[src/rtl/master_nios_slave_int_tx.sv]
// master_nios_slave_int_tx
// Slave-side interrupt transmitter. The local Nios writes request bits over
// Avalon-MM. Each request produces one high pulse on out_port[i], which feeds
// the master's falling-edge capture input. Every pulse is followed by a
// minimum low gap so the master can re-arm. Per-channel pending counters
// queue back-to-back requests.
// Register map: 0 request / out_port, 1 cancel / {ovf, busy},
//               2 done_mask, 3 done_cap (any write clears it).
// Optional feature macro: SLAVE_INT_TX_DONE_IRQ_EN adds the done_mask register
// and drives irq. When the macro is absent, irq is tied low and address 2
// reads as zero.
module master_nios_slave_int_tx #(
  parameter int WIDTH   = 8,
  parameter int PULSE_W = 4,
  parameter int GAP_W   = 4,
  parameter int CNT_W   = 4
) (
  input  logic             clk,
  input  logic             reset_n,
  input  logic [1:0]       address,
  input  logic             chipselect,
  input  logic             write_n,
  input  logic [31:0]      writedata,
  output logic [31:0]      readdata,
  output logic [WIDTH-1:0] out_port,
  output logic             irq
);

  localparam int MAX_W = (PULSE_W > GAP_W) ? PULSE_W : GAP_W;
  localparam int TMR_W = (MAX_W > 1) ? $clog2(MAX_W) : 1;
  localparam logic [CNT_W-1:0] PEND_MAX = '1;

  typedef enum logic [1:0] {ST_IDLE, ST_HIGH, ST_LOW} state_e;

  state_e           state_q [WIDTH];
  state_e           state_d [WIDTH];
  logic [TMR_W-1:0] tmr_q   [WIDTH];
  logic [TMR_W-1:0] tmr_d   [WIDTH];
  logic [CNT_W-1:0] pend_q  [WIDTH];
  logic [CNT_W-1:0] pend_d  [WIDTH];
  logic [WIDTH-1:0] out_q, out_d;
  logic [WIDTH-1:0] ovf_q, ovf_d;
  logic [WIDTH-1:0] done_cap_q, done_cap_d;
  logic [WIDTH-1:0] start, gap_end, busy;
  logic [31:0]      readdata_q, readdata_d;

  logic             wr;
  logic [WIDTH-1:0] req, cancel;
  logic             done_clr;
  logic             unused_wdata;

  assign wr           = chipselect & ~write_n;
  assign req          = (wr && address == 2'd0) ? writedata[WIDTH-1:0] : '0;
  assign cancel       = (wr && address == 2'd1) ? writedata[WIDTH-1:0] : '0;
  assign done_clr     = wr && (address == 2'd3);
  assign unused_wdata = ^writedata[31:WIDTH];

  // Per-channel pulse FSM plus pending-counter and sticky-flag bookkeeping.
  always_comb begin
    // NOTE: every output of this block gets a default first, so no path
    // leaves a variable unassigned and no latch is inferred.
    state_d    = state_q;
    tmr_d      = tmr_q;
    pend_d     = pend_q;
    out_d      = out_q;
    ovf_d      = ovf_q;
    done_cap_d = done_clr ? '0 : done_cap_q;
    start      = '0;
    gap_end    = '0;
    for (int i = 0; i < WIDTH; i++) begin
      case (state_q[i])
        ST_IDLE: begin
          if (pend_q[i] != '0) begin
            state_d[i] = ST_HIGH;
            out_d[i]   = 1'b1;
            tmr_d[i]   = TMR_W'(PULSE_W - 1);
            start[i]   = 1'b1;
          end
        end
        ST_HIGH: begin
          if (tmr_q[i] != '0) begin
            tmr_d[i] = tmr_q[i] - 1'b1;
          end else begin
            state_d[i] = ST_LOW;
            out_d[i]   = 1'b0;
            tmr_d[i]   = TMR_W'(GAP_W - 1);
          end
        end
        ST_LOW: begin
          if (tmr_q[i] != '0) begin
            tmr_d[i] = tmr_q[i] - 1'b1;
          end else begin
            state_d[i] = ST_IDLE;
            gap_end[i] = 1'b1;
          end
        end
        default: begin
          state_d[i] = ST_IDLE;
          out_d[i]   = 1'b0;
        end
      endcase

      // Cancel drops only queued requests; a pulse already launched runs on.
      // A request and a launch in the same cycle cancel each other out.
      if (cancel[i]) begin
        pend_d[i] = '0;
        ovf_d[i]  = 1'b0;
      end else if (req[i] && !start[i]) begin
        if (pend_q[i] == PEND_MAX) ovf_d[i] = 1'b1;
        else                       pend_d[i] = pend_q[i] + 1'b1;
      end else if (start[i] && !req[i]) begin
        pend_d[i] = pend_q[i] - 1'b1;
      end

      // Done fires only when the queue has drained. A new done event wins over
      // a simultaneous clear so that the event is never lost.
      if (gap_end[i] && pend_d[i] == '0) done_cap_d[i] = 1'b1;
    end
  end

  // A channel is busy while requests are queued or a pulse/gap is running.
  always_comb begin
    busy = '0;
    for (int i = 0; i < WIDTH; i++) begin
      busy[i] = (pend_q[i] != '0) || (state_q[i] != ST_IDLE);
    end
  end

`ifdef SLAVE_INT_TX_DONE_IRQ_EN
  logic [WIDTH-1:0] done_mask_q, done_mask_d;

  // Done-interrupt mask register.
  always_comb begin
    done_mask_d = done_mask_q;
    if (wr && address == 2'd2) done_mask_d = writedata[WIDTH-1:0];
  end

  // Mask storage.
  always_ff @(posedge clk or negedge reset_n) begin
    if (!reset_n) done_mask_q <= '0;
    else          done_mask_q <= done_mask_d;
  end

  assign irq = |(done_cap_q & done_mask_q);
`else
  assign irq = 1'b0;
`endif

  // Read mux. It is sampled every cycle without a chipselect qualifier, so the
  // read latency is 1.
  always_comb begin
    readdata_d = '0;
    case (address)
      2'd0: readdata_d = 32'(out_q);
      2'd1: readdata_d = 32'({ovf_q, busy});
`ifdef SLAVE_INT_TX_DONE_IRQ_EN
      2'd2: readdata_d = 32'(done_mask_q);
`else
      2'd2: readdata_d = '0;
`endif
      2'd3: readdata_d = 32'(done_cap_q);
    endcase
  end

  // State registers. Reset kills any pulse in flight and drops the queues.
  always_ff @(posedge clk or negedge reset_n) begin
    if (!reset_n) begin
      // NOTE: the per-channel arrays are a handful of flops, not a RAM, and
      // must all start empty, so every entry is reset explicitly.
      for (int i = 0; i < WIDTH; i++) begin
        state_q[i] <= ST_IDLE;
        tmr_q[i]   <= '0;
        pend_q[i]  <= '0;
      end
      out_q      <= '0;
      ovf_q      <= '0;
      done_cap_q <= '0;
      readdata_q <= '0;
    end else begin
      // NOTE: non-blocking assignments here, so every flop updates from
      // values taken before the edge, whatever the statement order.
      state_q    <= state_d;
      tmr_q      <= tmr_d;
      pend_q     <= pend_d;
      out_q      <= out_d;
      ovf_q      <= ovf_d;
      done_cap_q <= done_cap_d;
      readdata_q <= readdata_d;
    end
  end

  assign out_port = out_q;
  assign readdata = readdata_q;

endmodule
[config.mk]
export PLATFORM = sky130hd
export DESIGN_NAME = master_nios_slave_int_tx
export DESIGN_NICKNAME = d
export VERILOG_FILES = /design/src/rtl/master_nios_slave_int_tx.sv
export SDC_FILE = /design/constraint.sdc
export NUM_CORES = 1
export LEC_CHECK = 0
export CORE_MARGIN = 8
export CORE_UTILIZATION = 40
export CTS_BUF_LIST = sky130_fd_sc_hd__clkbuf_4
export DETAILED_ROUTE_END_ITERATION = 16
export DONT_BUFFER_PORTS = 1
export PLACE_DENSITY = 0.56
export SLEW_MARGIN = 10
export SYNTH_ARGS = -nofsm -noshare
export SYNTH_HDL_FRONTEND = slang
export SYNTH_SLANG_ARGS = --single-unit
[constraint.sdc]
create_clock -name clk -period 3.4 [get_ports clk]
set_input_delay 0.34 -clock clk [delete_from_list [all_inputs] [get_ports clk]]
set_output_delay 0.34 -clock clk [all_outputs]
set_load 0.03 [all_outputs]
---- Yosys cells after proc, flatten, opt, wreduce, memory -nomap -nowiden ----
Index checks and enable logic that the tools add are counted.
word-level totals
  register bits ........................... 120
  input port bits ......................... 38
  output and inout bits ................... 41
  word-level logic and storage cells ...... 486
cells by class
  add/sub/neg operators ................... 24
  equal/unequal tests ..................... 59
  multiplexer cells ....................... 188
  bitwise gates (word level) .............. 10
  reduce and logical (&&, ||, !) cells .... 156
operator list
  operator             count
  $mux 4               32
  $pmux 32 s4          1
  $mux 2               48
  $pmux 2 s3           16
  $mux 1               80
  $reduce_bool 2->1    40
  $reduce_and 3->1     24
  $ne 2x2->1 const B   32
  $add 4x1->4 const B  8
  $eq 4x4->1 const B   8
  $logic_not 4->1      8
  $reduce_bool 4->1    8
  $sub 4x1->4 const B  8
  $logic_and 1x1->1    27
  $mux 8               3
  $pmux 1 s3           8
  $reduce_bool 3->1    8
  $eq 2x2->1 const B   10
  $eq 2x1->1 const B   9
  $logic_not 2->1      9
  $logic_not 1->1      16
  $reduce_and 2->1     8
  $sub 2x1->2 const B  8
  $not 1->1            9
  2 further kinds      9

---- Longest topological paths before layout ----
  depth after elaboration ................. 12
  mapped depth ............................ 9
  gate-level depth less buffers ........... 8

---- Least setup slack after synthesis ----
No wires, ideal clock.
  kind .................................... reg-to-reg
  from .................................... register pend_q[5] (netlist name)
  to ...................................... register done_cap_q[6]
  data arrival time ....................... 2.299 ns
  setup slack ............................. 1.006 ns
  stages on the path, launching flop included .. 9
  buffers on the path ..................... 0
  path through ............................ dfrtp_1 -> inv_1 -> ha_1 -> or3b_2 -> a2111oi_2 -> nor2b_1 -> xnor2_1 -> a211o_1 -> o31ai_1
on the way
  longest elaborated chain between the ends .. 10
  elaborated cells on any way between the ends .. 17
ends and longest elaborated chain
  what                                                  line      text
  start: declaration                                    39        logic [CNT_W-1:0] pend_q [WIDTH];
  start signal: assignment                              184       pend_q <= pend_d;
  $reduce_bool 4->1                                     73        if (pend_q[i] != '0) begin
  $mux 1                                                73
  $mux 1                                                71        case (state_q[i])
  $logic_and 1x1->1 or $logic_not 1->1 (tied branches)  111, 108
  $mux 4 or $logic_and 1x1->1 (tied branches)           111, 108
  $mux 4 *                                              108       end else if (req[i] && !start[i]) begin
  $mux 4 *                                              105       if (cancel[i]) begin
  $logic_not 4->1 *                                     117       if (gap_end[i] && pend_d[i] == '0) done_cap_d[i] = 1'b1;
  $logic_and 1x1->1 *                                   117
  $mux 1 or $reduce_bool 2->1 (tied branches)           n/a
  end signal: assignment                                187       done_cap_q <= done_cap_d;
  end: declaration                                      43        logic [WIDTH-1:0] done_cap_q, done_cap_d;
Mark *: on every way between the ends. The rest lies on a longest branch, timed or not.
A chain may end at the register's enable or synchronous reset.

---- Worst setup path in the final report ----
Same ends and word-level chain as after synthesis.

==> impl_metrics.ini <==
[setup_path]
slowest_stage = or3b_2
crit_path_max_fanout = 7
max_stage_delay_ns = 0.52
worst_setup_path_start_kind = register
setup.worst_path.end_class = register
crit_chain = inv_1 -> ha_1 -> or3b_2 -> a2111oi_2 -> nor2b_1 -> xnor2_1 -> a211o_1 -> o31ai_1
required_ns = 3.83
reg2reg_slack_ns = 0.73
cp.arrival_ns = 3.10
critPathKind = reg -> reg

[floorplan]
core-area_mm2 = 0.01712
die_x_um = 147.7
rows = 48
io_pins = 79
die_area_mm2 = 0.02182
die_h_um = 147.7
initial_core_util_pct = 40.53

[logic_synthesis]
synth_area_leaders = dfrtp_1 (38%), ha_1 (10%), o21ai_0 (5.6%)
syn_inst = 795
synth_seq_area_share_pct = 37.51
yosys.area.top_type_share_pct = 37.51
yosysTopAreaCell = dfrtp_1
postSynth.asyncResetShare_pct = 100.0
netlist_area_mm2 = 0.006938
ys.flop_type = dfrtp_1
synth.distinct_cells = 69
ys_ff_latch = 104
yosys.cell_count.top_type = dfrtp_1
post_synth_most_frequent_cells = dfrtp_1 (104), nand2_1 (78), o21ai_0 (77)
avgSynthCellArea_um2 = 8.727
yosysWarnings = 0
synth_edf_count = 0

[sta]
finalSetupViolCount = 0
fin_ws_ns = 0.7282
finalCritPeriodShare_pct = 78.58
maxSlewHeadroom_pct = 48.04
worst_pin_slew_ns = 0.7778
fmax_mhz = 374.3
fin_crit_ns = 2.672
tns_ns = 0
hold_viol = 0
skew_ns = 0.02780
finalMaxSlewViolations = 0
grt_setup_unrepaired = no

[cells_and_area]
final_area_mm2 = 0.007257
postLayoutCoreUtil_pct = 42.40
area_growth_pct = 4.599
final_nets = 876
drive_gt1_share_pct = 4.066

[placed_design]
port_buffers = 0
dp_slack_ns = 0.7950
place_area_mm2 = 0.007051
gp_congestion = 0.8948
dpl.hpwl_um = 11790

[run]
drv_cap = 0

[global_route]
grt_max_degree = 105
grt_pass1_wl_um = 27980
antenna_found_initial = 1
grt_usage_pct = 15.55
grt_pass1_vias = 5659
gr-total-overflow = 0

[drt]
vias = 5743
routed_wl_um = 16600
drt-vias-per-instance = 5.664
ant_nets = 0
routedWlPerCell_um = 16.37
first_pass_iters = 7
drc = 0
drtIter0Drc = 429

[cts]
cts_buffers = 9
htreeDepth = 3
postCtsSetupBuffers = 0
cts_root_buf = clkbuf_4
clock_sinks = 104
clk_pin_slew_ns = 0.18
clk-insertion-delay-late_ns = 0.50
cts.path.max_buffers = 2
cts_tree = done

[power]
power_density_mw_per_mm2 = 931.5
p_leak_nw = 3.210
ir_drop_v = 0.0003482
power_w = 0.006760

[hold_path]
hold_path_class = in -> reg

[outcome]
status = completed
==> cell usage in the layout, fill, tap and decap left out, types with 5 or more instances in the layout <==
master     instances
nand2_1           78
nor3_1            13
o31ai_1           10
xor2_1             5
a31oi_1            5
o32a_1             6
clkbuf_4          10
dfrtp_1          104
nor3b_1            9
nand2b_1           8
nand3b_1           5
o211ai_1           8
or4_1              5
nor2_1            56
nand3_1           28
a211oi_1          10
and3_1             9
o21ai_0           77
and2_1            21
o2bb2ai_1          5
mux2i_1            5
o21a_1             9
or3_1              5
ha_1              56
o2111ai_1          5
a211o_1            5
conb_1            17
inv_1             71
nand4_1            5
mux2_2             5
a21oi_1           37
nor2b_1            6
a21o_1             9
xnor2_1            6
==> through the flow <==
step | hold slack [ns] | cells
6_report | 0.04313 | 1014
5_1_grt | 0.01110 | 1014
4_1_cts | 0.009167 | 1012
3_5_place_dp | 0.05059 | 991
3_3_place_gp | 0.04998 | 991
2_1_floorplan | 0.04441 | 811
==> layer usage <==
| metal | GRT usage (%) | routed length [um] | vias up |
|---|---|---|---|
| met4 | 7.088 | 398 | 0 |
| li1 | - | - | 2779 |
| met3 | 3.118 | 764 | 31 |
| met2 | 25.92 | 7966 | 133 |
| met5 | 0 | 0 | - |
| met1 | 19.05 | 7473 | 2800 |
==> worst max-delay path, delay by kind of cell (launching register included) <==
family	cells	cell delay, ns
AOI/OAI and AO/OA	3	0.97
DFF	1	0.48
and+or+nand+nor	2	0.63
adders and majority gates	1	0.24
buffers and inverters	1	0.12
xor gates and xnor gates	1	0.16
==> what timing repair did <==
item                                    4_1_cts  5_1_grt
hold buffers                                  5        0
resized for setup                             0        0
endpoints found under the setup margin        0        0
endpoints found under the hold margin       115        0
==> layout make-up <==
class	count	area, um2
fillers	1703	9859
multi-input cells	589	3885
flip-flops and latches	104	2603
well taps	225	281.5
inverters	71	266.5
repair buffers	7	82.58
clock buffers	10	75.07
clock inverters	6	58.81
diodes	2	5.005
==> kinds of logic after synthesis <==
group	count (synthesis)	synth area share (%)
AO/OA/AOI/OAI	231	22.47
XOR/XNOR	11	1.389
adder cells (fa/ha/maj)	56	10.10
buffers and inverters	118	7.574
flip-flops	104	37.51
multiplexers	10	1.533
other	1	0.05405
AND/OR/NAND/NOR	264	19.37
==> power breakdown <==
part / leakage, nW / switching, W / total [W] / internal (W)
Sequential: 1.28 / 0.000705 / 0.00246 / 0.00175
Combinational: 1.86 / 0.00211 / 0.00364 / 0.00153
Clock: 0.0719 / 0.000436 / 0.000665 / 0.000229
Total: 3.21 / 0.00325 / 0.00676 / 0.00351
==> state kept, by name (all words and copies together), names as in the netlist <==
name        cells
pend_q         32
state_q        16
readdata       16
done_cap_q      8
ovf_q           8
out_port        8
tmr_q          16
==> path summary, 6_finish.rpt <==
| check | start | cells past startpoint | endpoint |
|---|---|---|---|
| setup / recovery | pend_q[5] | 8 | done_cap_q[6] |
| hold / removal | writedata[6] | 2 | pend_q[4] |
| setup reg to reg | pend_q[5] | 8 | done_cap_q[6] |
| hold reg to reg | ovf_q[0] | 1 | readdata[8] |
| max in group asynchronous | reset_n | 2 | readdata[3] |
| min in group asynchronous | reset_n | 2 | state_q[5] |
Note: power is estimated with default switching activity, not from simulation.
